===== src/rtl/clock_set_ctrl.sv =====
// Menu/edit sequencer for the HH:MM:SS clock, clocked by the 1 kHz display tick.
// Turns debounced key levels into a 5-mode edit FSM that owns the time-set values
// and load strobe, the alarm registers, the pause toggle and the per-field blink.
module clock_set_ctrl #(
  parameter int unsigned HOLD_CYC     = 1000,
  parameter int unsigned RPT_CYC      = 200,
  parameter int unsigned BLINK_HALF   = 500,
  parameter int unsigned TIMEOUT_CYC  = 10000,
  parameter int unsigned ALARM_HR_RST = 7,
  parameter int unsigned ALARM_MN_RST = 0
) (
  input  logic       clk_shuma,
  input  logic       rst,
  input  logic       key_mode_i,
  input  logic       key_inc_i,
  input  logic       key_dec_i,
  input  logic       key_pause_i,
  input  logic [4:0] cur_hour_i,
  input  logic [5:0] cur_min_i,
  output logic [2:0] mode_o,
  output logic [4:0] edit_hour_o,
  output logic [5:0] edit_min_o,
  output logic       time_load_o,
  output logic [4:0] alarm_hour_o,
  output logic [5:0] alarm_min_o,
  output logic       pause_o,
  output logic       disp_alarm_o,
  output logic [3:0] digit_blank_o
);

  // All timer limits must fit in 16 bits.
  localparam int unsigned CntW = 16;
  localparam logic [CntW-1:0] HoldLim  = CntW'(HOLD_CYC);
  localparam logic [CntW-1:0] RptLim   = CntW'(RPT_CYC);
  localparam logic [CntW-1:0] BlinkLim = CntW'(BLINK_HALF);
  localparam logic [CntW-1:0] TmoLim   = CntW'(TIMEOUT_CYC);
  localparam logic [CntW-1:0] CntMax   = '1;
  localparam logic [CntW-1:0] CntOne   = CntW'(1);
  localparam logic [4:0]      AlHrRst  = 5'(ALARM_HR_RST);
  localparam logic [5:0]      AlMnRst  = 6'(ALARM_MN_RST);

  // Key bit positions inside the synchronizer vectors.
  localparam int unsigned KMode  = 0;
  localparam int unsigned KInc   = 1;
  localparam int unsigned KDec   = 2;
  localparam int unsigned KPause = 3;

  typedef enum logic [2:0] {
    StRun    = 3'd0,
    StSetHr  = 3'd1,
    StSetMin = 3'd2,
    StAlHr   = 3'd3,
    StAlMin  = 3'd4
  } state_e;

  state_e          state_q, state_d;
  logic [3:0]      key_s1_q, key_s2_q, key_s3_q;
  logic [3:0]      key_rise;
  logic [4:0]      edit_hour_q, edit_hour_d, alarm_hour_q, alarm_hour_d;
  logic [5:0]      edit_min_q, edit_min_d, alarm_min_q, alarm_min_d;
  logic            time_load_q, time_load_d;
  logic            pause_q, pause_d;
  logic            rpt_act_q, rpt_act_d, rpt_up_q, rpt_up_d, rpt_fast_q, rpt_fast_d;
  logic [CntW-1:0] hold_q, hold_d, hold_nxt;
  logic [CntW-1:0] tmo_q, tmo_d, tmo_nxt;
  logic [CntW-1:0] blink_cnt_q, blink_cnt_d, blink_nxt;
  logic            blink_q, blink_d;
  logic            step, step_up, held, in_edit;

  function automatic logic [4:0] hour_step(input logic [4:0] h, input logic up);
    if (up) return (h >= 5'd23) ? 5'd0 : h + 5'd1;
    return (h == 5'd0) ? 5'd23 : h - 5'd1;
  endfunction

  function automatic logic [5:0] min_step(input logic [5:0] m, input logic up);
    if (up) return (m >= 6'd59) ? 6'd0 : m + 6'd1;
    return (m == 6'd0) ? 6'd59 : m - 6'd1;
  endfunction

  assign key_rise = key_s2_q & ~key_s3_q;
  assign in_edit  = (state_q != StRun);

  // Two-flop synchronizer plus one delay stage for rising-edge detection.
  always_ff @(posedge clk_shuma or negedge rst) begin
    if (!rst) begin
      key_s1_q <= '0;
      key_s2_q <= '0;
      key_s3_q <= '0;
    end else begin
      key_s1_q <= {key_pause_i, key_dec_i, key_inc_i, key_mode_i};
      key_s2_q <= key_s1_q;
      key_s3_q <= key_s2_q;
    end
  end

  // State, value registers and timers.
  always_ff @(posedge clk_shuma or negedge rst) begin
    if (!rst) begin
      state_q      <= StRun;
      edit_hour_q  <= '0;
      edit_min_q   <= '0;
      alarm_hour_q <= AlHrRst;
      alarm_min_q  <= AlMnRst;
      time_load_q  <= 1'b0;
      pause_q      <= 1'b0;
      rpt_act_q    <= 1'b0;
      rpt_up_q     <= 1'b0;
      rpt_fast_q   <= 1'b0;
      hold_q       <= '0;
      tmo_q        <= '0;
      blink_cnt_q  <= '0;
      blink_q      <= 1'b0;
    end else begin
      state_q      <= state_d;
      edit_hour_q  <= edit_hour_d;
      edit_min_q   <= edit_min_d;
      alarm_hour_q <= alarm_hour_d;
      alarm_min_q  <= alarm_min_d;
      time_load_q  <= time_load_d;
      pause_q      <= pause_d;
      rpt_act_q    <= rpt_act_d;
      rpt_up_q     <= rpt_up_d;
      rpt_fast_q   <= rpt_fast_d;
      hold_q       <= hold_d;
      tmo_q        <= tmo_d;
      blink_cnt_q  <= blink_cnt_d;
      blink_q      <= blink_d;
    end
  end

  // Key arbitration, auto-repeat, mode FSM, timeout and blink next-state.
  always_comb begin
    state_d      = state_q;
    edit_hour_d  = edit_hour_q;
    edit_min_d   = edit_min_q;
    alarm_hour_d = alarm_hour_q;
    alarm_min_d  = alarm_min_q;
    time_load_d  = 1'b0;
    pause_d      = pause_q;
    rpt_act_d    = rpt_act_q;
    rpt_up_d     = rpt_up_q;
    rpt_fast_d   = rpt_fast_q;
    hold_d       = hold_q;
    tmo_d        = tmo_q;
    blink_cnt_d  = blink_cnt_q;
    blink_d      = blink_q;
    step         = 1'b0;
    step_up      = 1'b0;
    held         = rpt_up_q ? key_s2_q[KInc] : key_s2_q[KDec];
    hold_nxt     = (hold_q == CntMax) ? hold_q : hold_q + CntOne;
    tmo_nxt      = tmo_q + CntOne;
    blink_nxt    = blink_cnt_q + CntOne;

    // Mode beats a step; inc+dec cancel each other; any other edge kills repeat.
    if (key_rise[KMode] || (key_rise[KInc] && key_rise[KDec])) begin
      rpt_act_d = 1'b0;
      hold_d    = '0;
    end else if (key_rise[KInc] || key_rise[KDec]) begin
      step       = 1'b1;
      step_up    = key_rise[KInc];
      rpt_act_d  = 1'b1;
      rpt_up_d   = key_rise[KInc];
      rpt_fast_d = 1'b0;
      hold_d     = '0;
    end else if (key_rise[KPause]) begin
      rpt_act_d = 1'b0;
      hold_d    = '0;
    end else if (rpt_act_q) begin
      if (!held) begin
        rpt_act_d = 1'b0;
        hold_d    = '0;
      end else if (hold_nxt == (rpt_fast_q ? RptLim : HoldLim)) begin
        step       = 1'b1;
        step_up    = rpt_up_q;
        rpt_fast_d = 1'b1;
        hold_d     = '0;
      end else begin
        hold_d = hold_nxt;
      end
    end

    if (key_rise[KMode]) begin
      case (state_q)
        StRun: begin
          state_d     = StSetHr;
          edit_hour_d = cur_hour_i;
          edit_min_d  = cur_min_i;
        end
        StSetHr:  state_d = StSetMin;
        StSetMin: begin
          state_d     = StAlHr;
          time_load_d = 1'b1;
        end
        StAlHr:   state_d = StAlMin;
        default:  state_d = StRun;
      endcase
    end else if (step) begin
      case (state_q)
        StSetHr:  edit_hour_d  = hour_step(edit_hour_q, step_up);
        StSetMin: edit_min_d   = min_step(edit_min_q, step_up);
        StAlHr:   alarm_hour_d = hour_step(alarm_hour_q, step_up);
        StAlMin:  alarm_min_d  = min_step(alarm_min_q, step_up);
        default:  ;
      endcase
    end

    // Abort to RUN after a quiet period; pending time edit is dropped (no load).
    if ((|key_rise) || !in_edit) begin
      tmo_d = '0;
    end else if (tmo_nxt == TmoLim) begin
      state_d = StRun;
      tmo_d   = '0;
    end else begin
      tmo_d = tmo_nxt;
    end

    if (key_rise[KPause] && (state_q == StRun)) begin
      pause_d = ~pause_q;
    end

    // A step forces the edited field visible so the user sees the new value.
    if (!in_edit || step) begin
      blink_cnt_d = '0;
      blink_d     = 1'b0;
    end else if (blink_nxt == BlinkLim) begin
      blink_cnt_d = '0;
      blink_d     = ~blink_q;
    end else begin
      blink_cnt_d = blink_nxt;
    end
  end

  // Blank the field pair under edit according to the blink phase.
  always_comb begin
    digit_blank_o = 4'b0000;
    case (state_q)
      StSetHr, StAlHr:   digit_blank_o = {blink_q, blink_q, 2'b00};
      StSetMin, StAlMin: digit_blank_o = {2'b00, blink_q, blink_q};
      default:           digit_blank_o = 4'b0000;
    endcase
  end

  assign mode_o       = state_q;
  assign edit_hour_o  = edit_hour_q;
  assign edit_min_o   = edit_min_q;
  assign time_load_o  = time_load_q;
  assign alarm_hour_o = alarm_hour_q;
  assign alarm_min_o  = alarm_min_q;
  assign pause_o      = pause_q;
  assign disp_alarm_o = (state_q == StAlHr) || (state_q == StAlMin);

endmodule

===== config.mk =====
export PLATFORM = sky130hd
export DESIGN_NAME = clock_set_ctrl
export DESIGN_NICKNAME = d
export VERILOG_FILES = /design/src/rtl/clock_set_ctrl.sv
export SDC_FILE = /design/constraint.sdc
export NUM_CORES = 1
export LEC_CHECK = 0
export BUFFER_PORTS_ARGS = -buffer_cell sky130_fd_sc_hd__buf_4
export CORE_UTILIZATION = 50
export CTS_CLUSTER_SIZE = 24
export DETAILED_ROUTE_END_ITERATION = 8
export PLACE_DENSITY = 0.69
export SKIP_CTS_REPAIR_TIMING = 1
export SLEW_MARGIN = 40
export SYNTH_ARGS = -nofsm -noshare
export SYNTH_HDL_FRONTEND = slang
export SYNTH_SLANG_ARGS = --single-unit
export TNS_END_PERCENT = 50

===== constraint.sdc =====
create_clock -name clk_shuma -period 7 [get_ports clk_shuma]
set_input_delay 0.7 -clock clk_shuma [delete_from_list [all_inputs] [get_ports clk_shuma]]
set_output_delay 0.7 -clock clk_shuma [all_outputs]
set_load 0.005 [all_outputs]

==> impl_metrics.json <==
{
  "grt_usage_pct": 23.10,
  "wire_per_inst_um": 15.81,
  "syn_nets": 688,
  "critPathBufInv": 0,
  "wl_mm": 13.11,
  "place_inst": 813,
  "clk_pin_slew_ns": 0.07,
  "cp_top_family": "compound AO/OA/AOI/OAI gates",
  "crit_top_cell": "a2111oi_4",
  "top_usage_layer": "met2",
  "worstPathRequired_ns": 7.23,
  "port_buffers": 48,
  "grt_max_degree": 56,
  "ys_async_sr_fraction_pct": 100.0,
  "place_congestion": 0.9074,
  "ys_seq_area_share_pct": 39.42,
  "setup_violations": 0,
  "ff_latch_area_sq_um": 2281,
  "path_cells": "ha_1 > nand4_1 > nor4_4 > nor4_1 > or4_4 > a2111oi_4 > a21boi_2 > a2111oi_4 > nand2_1 > o22a_1",
  "synth_cell_types": 79,
  "grt_overflow": 0,
  "slowest_delay_ns": 0.72,
  "vias_per_cell": 6.014,
  "num_vias": 4986,
  "fin_crit_sh_pct": 54.28,
  "htree_num_levels": 3,
  "grt_antenna_before_repair": 0,
  "synth.cell_area_sq_um": 5787,
  "met3_usage_pct": 4.683,
  "route.detailed.drc": 0,
  "worst_pin_slew_ns": 0.7676,
  "rows": 38,
  "yosys_warnings": 0,
  "die_h_um": 109.6,
  "fp.dieW_um": 109.6,
  "syn_avg_cell_area_sq_um": 8.795,
  "antenna_left": 0,
  "cts_root_buf": "clkbuf_16",
  "fin_worst_skew_ns": 0.006207,
  "grt_setup_unrepaired": "false",
  "use_met1_pct": 32.30,
  "cts.sinks": 91,
  "hold_violations": 0,
  "n_fill_cell": 970,
  "arrival_ns": 4.03,
  "drt_pass1_iterations": 5,
  "drtIter0Drc": 379,
  "ys.flop_type": "dfrtp_1",
  "top_level_ports": 49,
  "dp_hpwl_mm": 9.154,
  "antenna_cells_inserted": 0,
  "clk_latency_ns": 0.35,
  "synthToLayoutAreaGrowth_pct": 11.03,
  "multi_input_area_sq_um": 3217,
  "grt_pass1_wl_mm": 21.62,
  "p_total_w": 0.001901,
  "synth-edff-count": 0,
  "ir_worst_vdd_v": 0.0002189,
  "power_density_nw_per_um2": 295.8,
  "cpMaxStageDelayCell": "a2111oi_4",
  "maxCapViolations": 0,
  "leakage_nw": 2.739,
  "met2_usage_pct": 35.76,
  "cts_tree": "yes",
  "dieArea_sq_um": 12010,
  "nets": 714,
  "cp-end-kind": "register",
  "layout_min_cycle_time_ns": 3.800,
  "setup_tns_ns": 0,
  "ys_ff_latch": 91,
  "final_util_pct": 58.00,
  "slew_headroom_pct": 48.36,
  "fmaxAchievable_mhz": 263.2,
  "status": "completed",
  "cts_made_buffers": 9,
  "startpoint_type": "register",
  "core_area_sq_um": 11080,
  "setup.worst_path.class": "register to register",
  "hp-class": "primary input to async pin",
  "start_util_pct": 52.24,
  "clock_path_buffers": 2,
  "fin_cells": 829,
  "cp_max_fo": 10,
  "drive_above_1_share_pct": 14.80,
  "report.final.slew_viol_count": 0,
  "synthCells": 658,
  "grt_pass1_vias": 4548
}
==> metrics by stage <==
stage	hold WS, ns	setup slack (ns)	instance area, sq um
2_1_floorplan	0.3312	3.681	5787
3_3_place_gp	0.3347	3.434	6126
3_5_place_dp	0.3347	3.284	6132
4_1_cts	0.3260	3.273	6422
5_1_grt	0.3347	2.953	6425
6_report	0.3123	3.200	6425
==> registers in the layout, summed over array words and instances (netlist names) <==
register      cells
key_s1_q          4
hold_q           16
blink_q           1
rpt_act_q         1
alarm_min_o       6
key_s3_q          4
edit_min_o        6
time_load_o       1
rpt_up_q          1
key_s2_q          4
tmo_q            16
rpt_fast_q        1
alarm_hour_o      5
mode_o            3
pause_o           1
blink_cnt_q      16
edit_hour_o       5
==> area by class of cell <==
| cell class | instances | share of cell area [%] |
|---|---|---|
| Timing Repair Buffer | 51 | 5.959 |
| Clock inverter | 7 | 1.013 |
| Tap cell | 140 | 2.726 |
| Sequential cell | 91 | 35.50 |
| Multi-Input combinational cell | 510 | 50.07 |
| Inverter | 21 | 1.227 |
| Clock buffer | 9 | 3.505 |
==> cell usage after synthesis (10+ instances only) <==
cell	n	area share (%)
nand2_1	46	3.0
xnor2_1	17	2.6
a31oi_1	13	1.4
a21oi_1	35	3.0
o21ai_0	45	3.9
nand4_1	12	1.3
nor3_1	15	1.3
dfrtp_1	88	38
inv_1	21	1.4
xor2_1	21	3.2
nor2b_1	12	1.3
nor2_1	86	5.6
clkbuf_1	15	0.97
nand2b_1	10	1.1
ha_1	13	2.8
nand3_1	39	3.4
and3_1	15	1.6
==> report_power, final <==
group / internal, W / switching, W
clock: 0.000250 / 0.000226
sequential: 0.000618 / 0.000184
combinational: 0.000312 / 0.000312
==> worst register-to-register path, delay by kind of cell (launching register included) <==
kind                       cells  cell delay (ns)
and+or+nand+nor                5             1.29
AOI/OAI and AO/OA              4             1.66
adders and majority gates      1             0.28
DFF                            1             0.46
==> routing by layer <==
metal  vias up  part of all wire, %
met4         0                  1.2
met2       129                   47
met3        11                  5.3
met5         -                    0
li1       2441                    -
met1      2405                   47
==> path summary, 6_finish.rpt <==
| path | start | endpoint | slack (ns) | depth (start not counted) |
|---|---|---|---|---|
| setup / recovery | hold_q[0] | edit_hour_o[2] | 3.20 | 10 |
| hold / removal | rst | hold_q[2] | 0.31 | 1 |
| setup reg to reg | hold_q[0] | edit_hour_o[2] | 3.20 | 10 |
| hold reg to reg | key_s1_q[1] | key_s2_q[1] | 0.35 | 0 |
| max in group asynchronous | rst | blink_cnt_q[3] | 5.61 | 2 |
| min in group clk_shuma | key_s1_q[1] | key_s2_q[1] | 0.35 | 0 |
==> cells by family (layout without fill, tap and decap cells) <==
family                   after synthesis  in the layout  synth area share [%]
AND/OR/NAND/NOR                      291            291                 26.75
AO/OA/AOI/OAI                        160            160                 18.64
flip-flops                            91             91                 39.42
buffers and inverters                 57             88                 5.232
XOR/XNOR                              38             38                 5.751
adder cells (fa/ha/maj)               14             14                 2.984
multiplexers                           7              7                 1.232
==> placed cells by master (no fill, tap or decap), drive strengths merged, types with 5 or more instances in the layout <==
master,netlist,layout
o21ai,48,48
nand2b,10,10
or2,7,7
a21oi,35,35
a31oi,13,13
nand3b,5,5
buf,17,51
dfrtp,88,88
nor2,86,86
mux2i,6,6
clkbuf,19,9
a22o,7,7
ha,13,13
nor3b,7,7
nor2b,12,12
xnor2,17,17
inv,21,26
nand4,16,16
nand3,39,39
nor3,15,15
xor2,21,21
and3,16,16
o22a,5,5
nor4,9,9
nand2,46,46
Note: power is estimated with default switching activity, not from simulation.
